File: config.mk
export PLATFORM = sky130hd
export DESIGN_NAME = serial_digit_adder_flat
export DESIGN_NICKNAME = d
export VERILOG_FILES = /design/src/rtl/serial_digit_adder_pkg.sv /design/src/rtl/serial_digit_adder_if.sv /design/src/rtl/serial_digit_adder_digit_adder.sv /design/src/rtl/serial_digit_adder.sv /design/src/flat_wrapper.sv
export SDC_FILE = /design/constraint.sdc
export NUM_CORES = 1
export LEC_CHECK = 0
export BUFFER_PORTS_ARGS = -buffer_cell sky130_fd_sc_hd__buf_2
export CORE_MARGIN = 1.5
export CORE_UTILIZATION = 50
export CTS_BUF_LIST = sky130_fd_sc_hd__clkbuf_2 sky130_fd_sc_hd__clkbuf_4 sky130_fd_sc_hd__clkbuf_8
export DETAILED_ROUTE_END_ITERATION = 10
export MAX_ROUTING_LAYER = met4
export PLACE_DENSITY = 0.85
export SKIP_LAST_GASP = 1
export SYNTH_ARGS = -nofsm -noshare
export SYNTH_HDL_FRONTEND = slang
export SYNTH_SLANG_ARGS = --single-unit
File: constraint.sdc
create_clock -name clk -period 11.9 [get_ports clk]
set_input_delay 1.785 -clock clk [delete_from_list [all_inputs] [get_ports clk]]
set_output_delay 1.785 -clock clk [all_outputs]
set_load 0.02 [all_outputs]
File: src/rtl/serial_digit_adder_pkg.sv
// Shared types and parameter derivations for the digit-serial add/subtract unit.
// The FSM state encoding and step-count helpers live here so every file agrees on them.
package serial_digit_adder_pkg;

   typedef enum logic [1:0] {
      IDLE = 2'd0,
      RUN  = 2'd1,
      DONE = 2'd2
   } state_t;

   function automatic int nsteps(input int width, input int digit);
      return width / digit;
   endfunction

   // Counter must be at least one bit wide even when a single step covers the operand.
   function automatic int cnt_w(input int width, input int digit);
      return ((width / digit) > 32'sd1) ? $clog2(width / digit) : 32'sd1;
   endfunction

   function automatic bit digit_ok(input int width, input int digit);
      return (digit >= 32'sd1) && (digit <= width) && ((width % digit) == 32'sd0);
   endfunction

endpackage

File: src/rtl/serial_digit_adder_if.sv
// Request/response bundle of the digit-serial adder: operands and start in,
// status and registered result out.
interface serial_digit_adder_if #(
   parameter int WIDTH = 32
) ();

   logic             start;
   logic             sub;
   logic [WIDTH-1:0] a;
   logic [WIDTH-1:0] b;
   logic             cin;
   logic             busy;
   logic             done;
   logic [WIDTH-1:0] sum;
   logic             cout;
   logic             ovf;

   modport master (
      output start, sub, a, b, cin,
      input  busy, done, sum, cout, ovf
   );

   modport slave (
      input  start, sub, a, b, cin,
      output busy, done, sum, cout, ovf
   );

endinterface

File: src/rtl/serial_digit_adder_digit_adder.sv
// Combinational DIGIT-bit ripple adder made of full-adder cells; also exposes the
// carry into its top bit so the caller can form two's-complement overflow.
module digit_adder #(
   parameter int DIGIT = 8
) (
   input  logic [DIGIT-1:0] x,
   input  logic [DIGIT-1:0] y,
   input  logic             ci,
   output logic [DIGIT-1:0] s,
   output logic             co,
   output logic             c_msb
);

   logic [DIGIT:0] c_s;

   assign c_s[0] = ci;

   for (genvar i = 0; i < DIGIT; i++) begin : g_fa
      assign s[i]     = x[i] ^ y[i] ^ c_s[i];
      assign c_s[i+1] = (x[i] & y[i]) | (c_s[i] & (x[i] ^ y[i]));
   end

   assign co    = c_s[DIGIT];
   assign c_msb = c_s[DIGIT-1];

endmodule

File: src/rtl/serial_digit_adder.sv
// Digit-serial add/subtract: operands are captured on start, DIGIT bits are summed
// per clock through a registered carry, and a one-cycle done pulse flags the result.
module serial_digit_adder
   import serial_digit_adder_pkg::*;
#(
   parameter int WIDTH = 32,
   parameter int DIGIT = 8
) (
   input logic                clk,
   input logic                rst,
   serial_digit_adder_if.slave bus
);

   localparam int NSTEPS = nsteps(WIDTH, DIGIT);
   localparam int CW     = cnt_w(WIDTH, DIGIT);
   localparam logic [CW-1:0] LAST_STEP = CW'(NSTEPS - 1);
   localparam logic [CW-1:0] STEP_ONE  = CW'(1);

   if (!digit_ok(WIDTH, DIGIT)) begin : g_param_check
      $error("serial_digit_adder: WIDTH must be a positive multiple of DIGIT");
   end

   state_t            state_r;
   state_t            state_s;
   logic              accept_s;
   logic              last_s;
   logic [CW-1:0]     step_r;
   logic [WIDTH-1:0]  opa_r;
   logic [WIDTH-1:0]  opb_r;
   logic              carry_r;
   logic [WIDTH-1:0]  sum_r;
   logic              cout_r;
   logic              ovf_r;
   logic              busy_r;
   logic              done_r;
   logic [DIGIT-1:0]  dsum_s;
   logic              dco_s;
   logic              dcmsb_s;
   logic [WIDTH+DIGIT-1:0] sum_cat_s;

   digit_adder #(.DIGIT(DIGIT)) u_digit (
      .x     (opa_r[DIGIT-1:0]),
      .y     (opb_r[DIGIT-1:0]),
      .ci    (carry_r),
      .s     (dsum_s),
      .co    (dco_s),
      .c_msb (dcmsb_s)
   );

   // New digit enters at the MSB end; after NSTEPS shifts the full sum is aligned.
   assign sum_cat_s = {dsum_s, sum_r};

   // Next-state and step strobes; start is only honoured outside RUN.
   always_comb begin
      state_s  = state_r;
      accept_s = 1'b0;
      last_s   = 1'b0;
      case (state_r)
         IDLE, DONE: begin
            if (bus.start) begin
               state_s  = RUN;
               accept_s = 1'b1;
            end else begin
               state_s = IDLE;
            end
         end
         RUN: begin
            if (step_r == LAST_STEP) begin
               state_s = DONE;
               last_s  = 1'b1;
            end else begin
               state_s = RUN;
            end
         end
         default: begin
            state_s = IDLE;
         end
      endcase
   end

   // State register.
   always_ff @(posedge clk) begin
      if (rst) begin
         state_r <= IDLE;
      end else begin
         state_r <= state_s;
      end
   end

   // Operand capture, per-digit shifting, carry chain and registered outputs.
   always_ff @(posedge clk) begin
      if (rst) begin
         step_r  <= '0;
         opa_r   <= '0;
         opb_r   <= '0;
         carry_r <= 1'b0;
         sum_r   <= '0;
         cout_r  <= 1'b0;
         ovf_r   <= 1'b0;
         busy_r  <= 1'b0;
         done_r  <= 1'b0;
      end else begin
         busy_r <= (state_s == RUN);
         done_r <= (state_s == DONE);
         if (accept_s) begin
            opa_r   <= bus.a;
            opb_r   <= bus.sub ? ~bus.b : bus.b;
            carry_r <= bus.cin ^ bus.sub;
            step_r  <= '0;
         end else if (state_r == RUN) begin
            opa_r   <= opa_r >> DIGIT;
            opb_r   <= opb_r >> DIGIT;
            carry_r <= dco_s;
            step_r  <= step_r + STEP_ONE;
            sum_r   <= sum_cat_s[WIDTH+DIGIT-1:DIGIT];
            if (last_s) begin
               cout_r <= dco_s;
               ovf_r  <= dcmsb_s ^ dco_s;
            end
         end
      end
   end

   assign bus.busy = busy_r;
   assign bus.done = done_r;
   assign bus.sum  = sum_r;
   assign bus.cout = cout_r;
   assign bus.ovf  = ovf_r;

endmodule

File: src/flat_wrapper.sv
// flat-port wrapper written by rule: the top's interface ports become plain ports
module serial_digit_adder_flat import serial_digit_adder_pkg::*;
#(
   parameter int WIDTH = 32,
   parameter int DIGIT = 8
)
  (clk, rst, bus_start, bus_sub, bus_a, bus_b, bus_cin, bus_busy, bus_done, bus_sum, bus_cout, bus_ovf);
  serial_digit_adder_if #(.WIDTH(WIDTH)) bus_i ();
  input logic clk;
  input logic rst;
  input wire logic [$bits(bus_i.start)-1:0] bus_start;
  input wire logic [$bits(bus_i.sub)-1:0] bus_sub;
  input wire logic [$bits(bus_i.a)-1:0] bus_a;
  input wire logic [$bits(bus_i.b)-1:0] bus_b;
  input wire logic [$bits(bus_i.cin)-1:0] bus_cin;
  output wire logic [$bits(bus_i.busy)-1:0] bus_busy;
  output wire logic [$bits(bus_i.done)-1:0] bus_done;
  output wire logic [$bits(bus_i.sum)-1:0] bus_sum;
  output wire logic [$bits(bus_i.cout)-1:0] bus_cout;
  output wire logic [$bits(bus_i.ovf)-1:0] bus_ovf;
  assign bus_i.start = bus_start;
  assign bus_i.sub = bus_sub;
  assign bus_i.a = bus_a;
  assign bus_i.b = bus_b;
  assign bus_i.cin = bus_cin;
  assign bus_busy = bus_i.busy;
  assign bus_done = bus_i.done;
  assign bus_sum = bus_i.sum;
  assign bus_cout = bus_i.cout;
  assign bus_ovf = bus_i.ovf;
  serial_digit_adder #(.WIDTH(WIDTH), .DIGIT(DIGIT)) u_core (.clk(clk), .rst(rst), .bus(bus_i));
endmodule
==> run_results.csv <==
group,metric,value,unit
run_status,result_of_the_run,"finished clean",
clock_network,cts_root_buffer,"clkbuf_8",
yosys,yosysWarnings,0,
final_layout,regArea,0.00210,mm²
die,die_height,97.8,µm
critical_path,crit-reg2reg-capture,"u_core.bus.ovf$_SDFFE_PP0P_",
routing,vias,3830,
critical_path,timing.critical_path.fanout_max,3,
yosys,synth-edff-count,0,
critical_path,worst_ep_arrival_time,4.56,ns
critical_path,worst_path_most_repeated_cell,"fa_1",
die,design.die.area,0.00956,mm²
clock_network,tritoncts,"done",
power_and_ir_drop,cell_internal_pwr,492,µW
die,initial_cell_density_of_the_core,0.515,
global_routing,grt_start_max_net_pins,99,
routing,drc_errors,0,
power_and_ir_drop,clkPwrFrac,0.297,
yosys,number_of_cells_produced_by_synthesis,522,
die,floorplan.die.width,97.8,µm
clock_network,clk_transition_reported_paths,0.10,ns
die,placeable_core_area,0.00872,mm²
critical_path,timing.critical_path.from_type,"register",
timing,worst_slew_margin_rel,0.342,
clock_network,numCtsBuffers,9,
routing,avgViaCountPerCell,5.46,
timing,fin_ws,7.63,ns
yosys,number_of_flip_flops_and_latches_in_the_synthesized_netlist,105,
critical_path,setup.worst_path.start,"u_core.carry_r$_SDFFE_PP0P_",
timing,report.final.slew_viol_count,0,
placed_design,portBuffers,104,
routing,drt-total-wl,9870,µm
power_and_ir_drop,power.density,137,mW/mm²
critical_path,cpLargestDelayFamily,"adder cells",
timing,finalHoldWorstSlack,0.458,ns
critical_path,cp_cell_sequence,"fa_1 > fa_1 > fa_1 > fa_1 > fa_1 > inv_1 > fa_1 > inv_1 > fa_1 > inv_1 > fa_1 > xnor2_1 > nand3_1 > a21oi_1",
die,ios,105,
critical_path,reg2reg_depth,14,
power_and_ir_drop,irDropWorstVdd,0.0757,mV
critical_path,critical-path-max-stage-delay,0.49,ns
clock_network,tritoncts_num_sinks,105,
clock_network,insertion_delay,0.37,ns
min_path,hold-path-endpoint,"u_core.bus.sum[0]$_SDFFE_PP0P_",
yosys,ys_dominant_reg_cell,"dfxtp_1",
clock_network,postCtsSetupRepairBufs,0,
critical_path,critical-path-slowest-cell,"fa_1",
yosys,post-synth-top-area-fraction,0.468,
final_layout,syn_to_final_growth,13.2,%
timing,report.final.setup_viol,0,
global_routing,grt_pass1_wl,17000,µm
power_and_ir_drop,net-switching-power,207,µW
timing,clock_skew,0.0130,ns
yosys,synth_sequential_area_ratio,0.468,
placed_design,dpl.hpwl,6470,µm
critical_path,r2r_slack,7.63,ns
yosys,most_instantiated_library_cell_after_synthesis,"dfxtp_1",
final_layout,filler_cell_count,780,
yosys,synth_nets,600,
timing,unrepaired_setup_endpoints_after_global_routing,"no",
power_and_ir_drop,p_leak,2.04,nW
critical_path,required,12.19,ns
power_and_ir_drop,seq_power_share,0.554,
routing,drt_pre_antenna_iters,5,
yosys,yosysTopAreaCell,"dfxtp_1",
final_layout,final_nets,667,
clock_network,holdBufCountCts,0,
global_routing,grt.total_usage,0.220,
critical_path,crit-reg2reg-launch,"u_core.carry_r$_SDFFE_PP0P_",
min_path,hold_path.startpoint,"u_core.bus.sum[0]$_SDFFE_PP0P_",
clock_network,htreeDepth,3,
global_routing,globalRouteOverflowTotal,0,
timing,finalCritPeriodShare,0.359,
min_path,tightest_hold_check_type,"reg2reg",
critical_path,cp.buffers_inverters,3,
final_layout,antenna_cells_inserted,0,
timing,timing.fmax,234,MHz
min_path,hold_depth,2,
placed_design,place.gp.congestion,0.806,
critical_path,path_class,"reg2reg",
die,num_rows,34,
global_routing,first_global_vias,3688,
final_layout,final_layout_size_suffix_gt1_frac,0.217,
routing,wire_per_inst,14.1,µm
job,max-cap-violations,0,
global_routing,antenna_found_initial,0,
routing,antenna_violating_nets_post_route,0,
timing,fin_setup_tns,0,ns
clock_network,post_cts_resize_count,0,
routing,drtIter0Drc,318,
yosys,synthesis.area_per_instance,8.61,µm²
yosys,synth_async_sr_flop_share,0,
critical_path,critical_path.endpoint_type,"register",
power_and_ir_drop,comb_power_share,0.149,
timing,worstMarginPinSlew,0.987,ns
yosys,post_synth_most_frequent_cells,"dfxtp_1 (105), nand2_1 (99), a21oi_1 (80)",
timing,post-route-min-period,4.27,ns
timing,finalHoldViolations,0,
final_layout,multi_input_area,0.00209,mm²
placed_design,placement.setup.worst_slack,7.64,ns
yosys,synth_area,0.00449,mm²
yosys,synth.lib_cells_used.distinct,28,
clock_network,cts.path.max_buffers,2,
yosys,synth_top_cells_by_area,"dfxtp_1 (47%), a21oi_1 (8.9%), nand2_1 (8.3%)",
power_and_ir_drop,sw_frac_of_total,0.296,
## per-layer routing
layer,share of wire,GRT usage,vias to the layer above
li1,-,-,1915
met1,0.44,0.282,1770
met2,0.49,0.355,126
met3,0.050,0.0329,19
met4,0.021,0.0802,0
met5,0,-,-
## through the flow
step	std cells	util	power (mW)	instance area, µm²
finish	702	0.583	0.699	5090
global route	702	0.583	0.732	5090
CTS	702	0.583	0.704	5090
detailed placement	686	0.562	0.499	4900
global placement	686	0.562	0.494	4900
floorplan	522	-	0.472	4490
## sequential cells by signal, indices dropped and copies added (netlist names)
name	count
u_core.bus.sum	32
u_core.opa_r	32
u_core.opb_r	32
u_core.state_r	2
u_core.step_r	2
u_core.bus.busy	1
u_core.bus.cout	1
u_core.bus.done	1
u_core.bus.ovf	1
u_core.carry_r	1
## final cells by class
class / count / share of cell area
Sequential cell: 105 / 0.413
Timing Repair Buffer: 107 / 0.107
Clock buffer: 9 / 0.0243
Multi-Input combinational cell: 359 / 0.411
Inverter: 7 / 0.00516
Clock inverter: 7 / 0.0121
Tap cell: 108 / 0.0266
## power groups by stage
stage	Clock, mW	Combinational (mW)	Sequential, mW
after floorplan	0	0.0776	0.395
after global placement	0	0.101	0.394
after detailed placement	0	0.104	0.395
after CTS	0.212	0.105	0.387
after global routing	0.224	0.117	0.390
final	0.208	0.104	0.387
## how the worst max path moves through the flow
stage,endpoint,slack [ns],depth (start not counted)
4_1_cts,u_core.bus.ovf$_SDFFE_PP0P_,7.60,14
6_report,u_core.bus.ovf$_SDFFE_PP0P_,7.63,14
3_5_place_dp,u_core.bus.ovf$_SDFFE_PP0P_,7.64,14
3_3_place_gp,u_core.bus.ovf$_SDFFE_PP0P_,7.80,14
5_1_grt,u_core.bus.ovf$_SDFFE_PP0P_,7.39,14
2_1_floorplan,u_core.bus.sum[31]$_SDFFE_PP0P_,7.92,12
## placed cells by master, fill, tap and decap left out, types with 2 or more instances in the layout
master,n
nor2_1,14
a311oi_1,7
buf_4,4
a21oi_1,80
inv_1,7
a22oi_1,32
dfxtp_1,105
buf_2,103
clkbuf_8,9
a211oi_1,2
nand3_1,41
fa_1,8
xnor2_1,2
clkinvlp_4,2
nand2_1,99
clkinv_4,2
xor2_1,33
o22ai_1,9
nor3_1,21
inv_6,2
## worst register-to-register path, cell delays in order (launching register included)
cell and delay [ns]:
dfxtp_1 0.34, fa_1 0.47, fa_1 0.47, fa_1 0.49, fa_1 0.47, fa_1 0.42
inv_1 0.09, fa_1 0.17, inv_1 0.05, fa_1 0.45, inv_1 0.11, fa_1 0.27
xnor2_1 0.14, nand3_1 0.09, a21oi_1 0.17
## logic make-up after synthesis
| group | Yosys count | synth area share |
|---|---|---|
| mux | 1 | 0.00223 |
| flops | 105 | 0.468 |
| simple gates | 181 | 0.172 |
| xor+xnor | 35 | 0.0682 |
| compound gates | 133 | 0.180 |
| fa+ha+maj | 9 | 0.0384 |
| buf+inv | 58 | 0.0705 |
No activity file was read; power rests on OpenSTA's default activity.
